[config.mk]
export PLATFORM = sky130hd
export DESIGN_NAME = match_scorer
export DESIGN_NICKNAME = d
export VERILOG_FILES = /design/src/rtl/match_scorer.sv
export SDC_FILE = /design/constraint.sdc
export NUM_CORES = 1
export LEC_CHECK = 0
export CAP_MARGIN = 20
export CORE_AREA = 10 10 93 127
export DETAILED_ROUTE_END_ITERATION = 8
export DIE_AREA = 0 0 103 137
export PLACE_DENSITY = 0.56
export REMOVE_ABC_BUFFERS = 1
export SLEW_MARGIN = 5
export SYNTH_ARGS = -nofsm -noshare
export SYNTH_HDL_FRONTEND = slang
export SYNTH_SLANG_ARGS = --single-unit
export TNS_END_PERCENT = 10
[constraint.sdc]
create_clock -name clk -period 6.5 [get_ports clk]
set_clock_uncertainty 0.1 [all_clocks]
set_input_delay 1.3 -clock clk [delete_from_list [all_inputs] [get_ports clk]]
set_output_delay 1.3 -clock clk [all_outputs]
set_load 0.03 [all_outputs]
[src/rtl/match_scorer.sv]
// match_scorer: match-level scorekeeper for the pong game.
// Win-line indications arrive from the VGA clock domain and are synchronised
// here. The module counts points, freezes the ball during the serve hold,
// and latches the winner once a player reaches WIN_SCORE.
module match_scorer #(
    parameter int WIN_SCORE   = 9,
    parameter int HOLD_CYCLES = 50_000_000,
    parameter int CNT_W       = 26
) (
    input  logic       clk,
    input  logic       rst,
    input  logic       p1_win,
    input  logic       p2_win,
    input  logic       new_game,
    output logic [3:0] p1_score,
    output logic [3:0] p2_score,
    output logic       serve_hold,
    output logic       game_over,
    output logic [1:0] winner
);

    localparam logic [1:0] ST_PLAY = 2'd0;
    localparam logic [1:0] ST_HOLD = 2'd1;
    localparam logic [1:0] ST_OVER = 2'd2;

    localparam logic [3:0]       WIN_VAL   = 4'(WIN_SCORE);
    localparam logic [CNT_W-1:0] HOLD_LOAD = CNT_W'(HOLD_CYCLES - 1);
    localparam logic [CNT_W-1:0] CNT_ONE   = CNT_W'(1);

    logic             p1_s1, p1_s2, p1_s2_d;
    logic             p2_s1, p2_s2, p2_s2_d;
    logic             ng_s1, ng_s2;
    logic [1:0]       state;
    logic [CNT_W-1:0] hold_cnt;

    logic       p1_rise, p2_rise;
    logic [3:0] p1_inc, p2_inc;

    assign p1_rise = p1_s2 & ~p1_s2_d;
    assign p2_rise = p2_s2 & ~p2_s2_d;
    assign p1_inc  = p1_score + 4'd1;
    assign p2_inc  = p2_score + 4'd1;

    // Two-flop synchronisers for the asynchronous inputs plus the delayed copy for rise detection
    always_ff @(posedge clk or posedge rst) begin
        if (rst) begin
            p1_s1   <= 1'b0;
            p1_s2   <= 1'b0;
            p1_s2_d <= 1'b0;
            p2_s1   <= 1'b0;
            p2_s2   <= 1'b0;
            p2_s2_d <= 1'b0;
            ng_s1   <= 1'b0;
            ng_s2   <= 1'b0;
        end else begin
            p1_s1   <= p1_win;
            p1_s2   <= p1_s1;
            p1_s2_d <= p1_s2;
            p2_s1   <= p2_win;
            p2_s2   <= p2_s1;
            p2_s2_d <= p2_s2;
            ng_s1   <= new_game;
            ng_s2   <= ng_s1;
        end
    end

    // Match sequencing: scoring in PLAY, serve lockout in HOLD, frozen result in OVER
    always_ff @(posedge clk or posedge rst) begin
        if (rst) begin
            state      <= ST_PLAY;
            hold_cnt   <= '0;
            p1_score   <= 4'd0;
            p2_score   <= 4'd0;
            serve_hold <= 1'b0;
            game_over  <= 1'b0;
            winner     <= 2'b00;
        end else begin
            case (state)
                ST_PLAY: begin
                    // A pending new_game request masks any point on the same cycle
                    if (!ng_s2) begin
                        if (p1_rise && p2_rise) begin
                            // Simultaneous points count as a void rally
                            state      <= ST_HOLD;
                            serve_hold <= 1'b1;
                            hold_cnt   <= HOLD_LOAD;
                        end else if (p1_rise) begin
                            p1_score <= p1_inc;
                            if (p1_inc == WIN_VAL) begin
                                state     <= ST_OVER;
                                game_over <= 1'b1;
                                winner    <= 2'b01;
                            end else begin
                                state      <= ST_HOLD;
                                serve_hold <= 1'b1;
                                hold_cnt   <= HOLD_LOAD;
                            end
                        end else if (p2_rise) begin
                            p2_score <= p2_inc;
                            if (p2_inc == WIN_VAL) begin
                                state     <= ST_OVER;
                                game_over <= 1'b1;
                                winner    <= 2'b10;
                            end else begin
                                state      <= ST_HOLD;
                                serve_hold <= 1'b1;
                                hold_cnt   <= HOLD_LOAD;
                            end
                        end
                    end
                end
                ST_HOLD: begin
                    if (ng_s2) begin
                        state      <= ST_PLAY;
                        serve_hold <= 1'b0;
                        hold_cnt   <= '0;
                        p1_score   <= 4'd0;
                        p2_score   <= 4'd0;
                    end else if (hold_cnt == '0 && !p1_s2 && !p2_s2) begin
                        // Only release once the engine has dropped both win lines
                        state      <= ST_PLAY;
                        serve_hold <= 1'b0;
                    end else if (hold_cnt != '0) begin
                        hold_cnt <= hold_cnt - CNT_ONE;
                    end
                end
                ST_OVER: begin
                    if (ng_s2) begin
                        // Fresh match starts with a serve delay before the first rally
                        state      <= ST_HOLD;
                        serve_hold <= 1'b1;
                        hold_cnt   <= HOLD_LOAD;
                        p1_score   <= 4'd0;
                        p2_score   <= 4'd0;
                        game_over  <= 1'b0;
                        winner     <= 2'b00;
                    end
                end
                default: begin
                    state      <= ST_PLAY;
                    serve_hold <= 1'b0;
                    game_over  <= 1'b0;
                    winner     <= 2'b00;
                    hold_cnt   <= '0;
                end
            endcase
        end
    end

endmodule

* After elaboration in Yosys (flattened, before gate mapping) *
Cells that the tools add are included.
W data, S select, Z words.

operators by class
  divide/modulo/power cells = 0
  reduce and logical (&&, ||, !) cells = 16
  muxes and demuxes = 57
  $mul = 0
  bitwise logic cells = 5
  shifts and indexed selects = 0
  equal/unequal tests = 20
  $add $sub $neg = 3
  magnitude comparators = 0

operators with widths
  operator                 number
  $mux W26                 10
  $pmux W26 S3             1
  $mux W2                  16
  $mux W4                  8
  $logic_not A26 Y1        1
  $reduce_bool A26 Y1      1
  $sub A26 B1 Y26 const B  1
  $ne A3 B3 Y1 const B     6
  $mux W1                  16
  $pmux W4 S2              2
  $reduce_and A7 Y1        2
  $ne A2 B2 Y1 const B     6
  $ne A4 B4 Y1 const B     3
  $pmux W2 S3              2
  $reduce_and A6 Y1        2
  $add A4 B1 Y4 const B    2
  $eq A4 B4 Y1 const B     2
  $pmux W1 S3              2
  $reduce_and A5 Y1        1
  $reduce_and A4 Y1        1
  $logic_and A1 B1 Y1      3
  $not A1 Y1               3
  $and A1 B1 Y1            2
  $eq A2 B1 Y1 const B     1
  other kinds (6)          7

word-level totals
  logic and storage cells = 116
  memories kept = 0
  RAM bits = 0
  bits in latches = 0
  bits in registers = 48
  input bits = 5
  output and inout port bits = 12
  ROM bits = 0

* Logic depth before layout (Yosys ltp) *
  depth after elaboration = 8
  depth in mapped cells = 10
  gate-level depth less buffers = 8

* Least setup slack after synthesis *
OpenSTA, ideal clock, no wires.

  path type = reg2reg
  from = reg state[0]
  to = reg hold_cnt[15]
  path slack = 4.208 ns
  setup time = 0.074 ns
  arrival time = 2.117 ns
  path buffers = 2
  required time = 6.326 ns
  period minus slack after synthesis = 2.292 ns
  stages on the path, launching flop included = 11
  cells stage by stage = dfrtp_1 > inv_1 > ha_1 > mux2_4 > a31oi_4 > o41ai_1 > a211o_1 > buf_6 > or2_1 > buf_6 > o21ai_2

between the ends
  cells in the longest elaborated chain, start to end = 3
  elaborated cells on any way between the ends = 12
  classes of those cells = eq/ne: 9; mux: 1; reduce/logical: 2

RTL lines
  item                                                         RTL line  text
  from (decl)                                                  33        logic [1:0] state;
  from (signal assigned)                                       70        state <= ST_PLAY;
  from (signal assigned)                                       84        state <= ST_HOLD;
  from (signal assigned)                                       90        state <= ST_OVER;
  $eq A2 B1 Y1, or another cell as far along                   78        case (state)
  $ne A3 B3 Y1 (no source line), or another cell as far along  --
  $reduce_and A7 Y1 (no source line)                           --
  to (signal assigned)                                         124       hold_cnt <= hold_cnt - CNT_ONE;
  to (decl)                                                    34        logic [CNT_W-1:0] hold_cnt;

Parallel ways exist; a longest one is shown, timed or not.
A chain may end at the register's enable or synchronous reset.

* Final worst setup path *
  from = reg state[0]
  to = reg hold_cnt[25]

Same word-level chain as after synthesis.

==> impl_metrics.json <==
{
  "outcome": "complete, no violations",
  "setup_viol_count_final": 0,
  "period_minus_slack_ns": 3.27,
  "syn_area_per_cell_um2": 8.94,
  "initial_utilization": 0.294,
  "io_buffers": 16,
  "hpwl_um": 4830,
  "viasPerCell": 5.30,
  "finalCoreUtilization": 0.340,
  "cts.sinks": 48,
  "overflow": 0,
  "syn_inst": 311,
  "antenna_found_initial": 0,
  "die-area_um2": 14100,
  "final_antenna_net_count": 0,
  "drive_above_1_share": 0.0988,
  "cap_viol_max_count": 0,
  "grtUsageTotal": 0.103,
  "first_pass_iters": 4,
  "n_fill_cell": 986,
  "path_clk_slew_ns": 0.07,
  "ys_seq_area_frac": 0.432,
  "critical_path.max_stage_delay_ns": 0.85,
  "fmax_mhz": 306,
  "crit_chain": "inv_1, ha_1, inv_1, o41ai_1, a211o_1, or2_1, o21ai_2",
  "synth_edf_count": 0,
  "row_count": 42,
  "required_ns": 6.55,
  "holdWs_ns": 0.249,
  "num_vias": 2300,
  "ir_worst_vdd_mv": 0.167,
  "tightest_slew_ns": 1.03,
  "syn_to_final_growth_pct": 15.7,
  "crit_top_cell": "inv_1",
  "drt_iter0_drc": 102,
  "grt_pass1_vias": 2328,
  "crit_type": "register to register",
  "power_density_nw_per_um2": 493,
  "routed_wl_um": 6740,
  "cts_hold_buf": 0,
  "core_area_um2": 9460,
  "syn_area_um2": 2780,
  "regArea_um2": 1200,
  "die_w_um": 103,
  "ys_warn_count": 0,
  "finalCritPeriodShare": 0.503,
  "max-slew-margin-rel": 0.315,
  "cts_resized": 0,
  "wl_per_cell_um": 15.5,
  "synth-async-reset-ratio": 1.00,
  "crit_slowest_cell": "a211o_1",
  "cts_setup_buffers": 0,
  "final_common_cell": "dfrtp_1",
  "num-nets-final": 339,
  "total_power_w": 0.00158,
  "layout_common_cells": "48 x dfrtp_1, 40 x o21ai_0, 37 x nor2_1",
  "hold_viol": 0,
  "grt_max_degree": 49,
  "arrival_ns": 3.32,
  "synthTopCellsByArea": "dfrtp_1 43%, o21ai_0 7.2%, nor2_1 5.0%",
  "synth_top_area_cell": "dfrtp_1",
  "num_antenna_cells": 0,
  "hp-class": "register to register",
  "cts_tree": "yes",
  "numCtsBuffers": 5,
  "finalWeightedCongestion": 0.801,
  "setup-tns-final_ns": 0,
  "path_max_fanout": 38,
  "grt_first_pass_wirelength_um": 11600,
  "drc_errors": 0,
  "worst_skew_pair.late_latency_ns": 0.28,
  "slew_viol_final": 0,
  "synthFlopType": "dfrtp_1",
  "ys_ff_latch": 48,
  "multi_input_area_um2": 1450,
  "htree_levels": 2,
  "setup.worst_path.start_class": "register",
  "synth_top_area_frac": 0.432,
  "ios": 17,
  "critPathCaptureType": "register",
  "clockBufferDepth": 2,
  "die_h_um": 137,
  "p_leak_nw": 1.36,
  "cts_root_buf": "clkbuf_16",
  "rsz0062_at_grt": "no",
  "synth.distinct_cells": 50
}
-- worst max-delay path, delay by kind of cell (launching register included) --
| family | cells | cell delay [ns] |
|---|---|---|
| AND/OR/NAND/NOR | 1 | 0.56 |
| adder cells (fa/ha/maj) | 1 | 0.33 |
| AO/OA/AOI/OAI | 3 | 1.48 |
| flip-flops | 1 | 0.43 |
| buffers and inverters | 2 | 0.25 |
-- metal layers --
layer,share of wire,global-route usage
met5,0,0
met4,0.030,0.0473
met3,0.037,0.0192
met2,0.52,0.183
met1,0.41,0.114
-- state kept, by name, indices dropped and copies added (netlist names) --
| register | count |
|---|---|
| hold_cnt | 26 |
| ng_s2 | 1 |
| winner | 2 |
| p1_s2 | 1 |
| p1_s1 | 1 |
| p2_s2 | 1 |
| p1_s2_d | 1 |
| game_over | 1 |
| p2_s1 | 1 |
| p2_s2_d | 1 |
| state | 2 |
| p2_score | 4 |
| ng_s1 | 1 |
| p1_score | 4 |
| serve_hold | 1 |
-- synthesized netlist by cell type (all sizes together), types with 2 or more instances --
master,n
clkbuf,6
o41ai,2
nor2,37
and2,3
nor2b,5
nand4b,2
nor3,13
ha,11
or2,4
a21o,2
xor2,2
nand2b,5
or3,2
inv,17
or2b,3
nor4,6
nand3,6
o21ai,50
a31oi,14
a21oi,25
o31ai,6
mux2,4
a22o,2
dfrtp,48
buf,6
nand2,17
-- power by group --
part	internal [W]	switching [W]	leakage, nW
logic	0.000292	0.000492	0.661
registers	0.000394	0.0000958	0.606
clock network	0.000203	0.000109	0.0901
total	0.000889	0.000696	1.36
-- stage by stage --
| stage | setup slack, ns | std cells | instance area (um2) |
|---|---|---|---|
| 3_5_place_dp | 3.22 | 425 | 3010 |
| 6_report | 3.23 | 434 | 3220 |
| 2_1_floorplan | 3.84 | 299 | 2720 |
| 4_1_cts | 3.23 | 433 | 3200 |
| 5_1_grt | 2.90 | 434 | 3220 |
| 3_3_place_gp | 3.37 | 425 | 3010 |
-- path summary, 6_finish.rpt --
kind	startpoint	to	slack (ns)	cells past startpoint
setup / recovery	state[0]$_DFFE_PP0P_	hold_cnt[25]$_DFFE_PP0P_	3.23	7
hold / removal	ng_s1$_DFF_PP0_	ng_s2$_DFF_PP0_	0.25	0
setup reg to reg	state[0]$_DFFE_PP0P_	hold_cnt[25]$_DFFE_PP0P_	3.23	7
hold reg to reg	ng_s1$_DFF_PP0_	ng_s2$_DFF_PP0_	0.25	0
max in group asynchronous	rst	hold_cnt[20]$_DFFE_PP0P_	4.55	3
min in group asynchronous	rst	hold_cnt[0]$_DFFE_PP0P_	1.24	2
-- final cells by class --
cell class	count	area share
repair buffers	17	0.0560
multi-input cells	234	0.451
flip-flops and latches	48	0.373
clock inverters	1	0.00933
clock buffers	7	0.0475
inverters	17	0.0198
well taps	110	0.0428
-- cells by family (layout without fill, tap and decap cells) --
group,count (synthesis),count (layout),synth area share
AOI/OAI and AO/OA,107,107,0.235
xor gates and xnor gates,2,2,0.00630
adders and majority gates,11,11,0.0495
buffers and inverters,29,42,0.0459
DFF,48,48,0.432
muxes,5,5,0.0211
and+or+nand+nor,109,109,0.210
(Power assumes the default switching activity.)
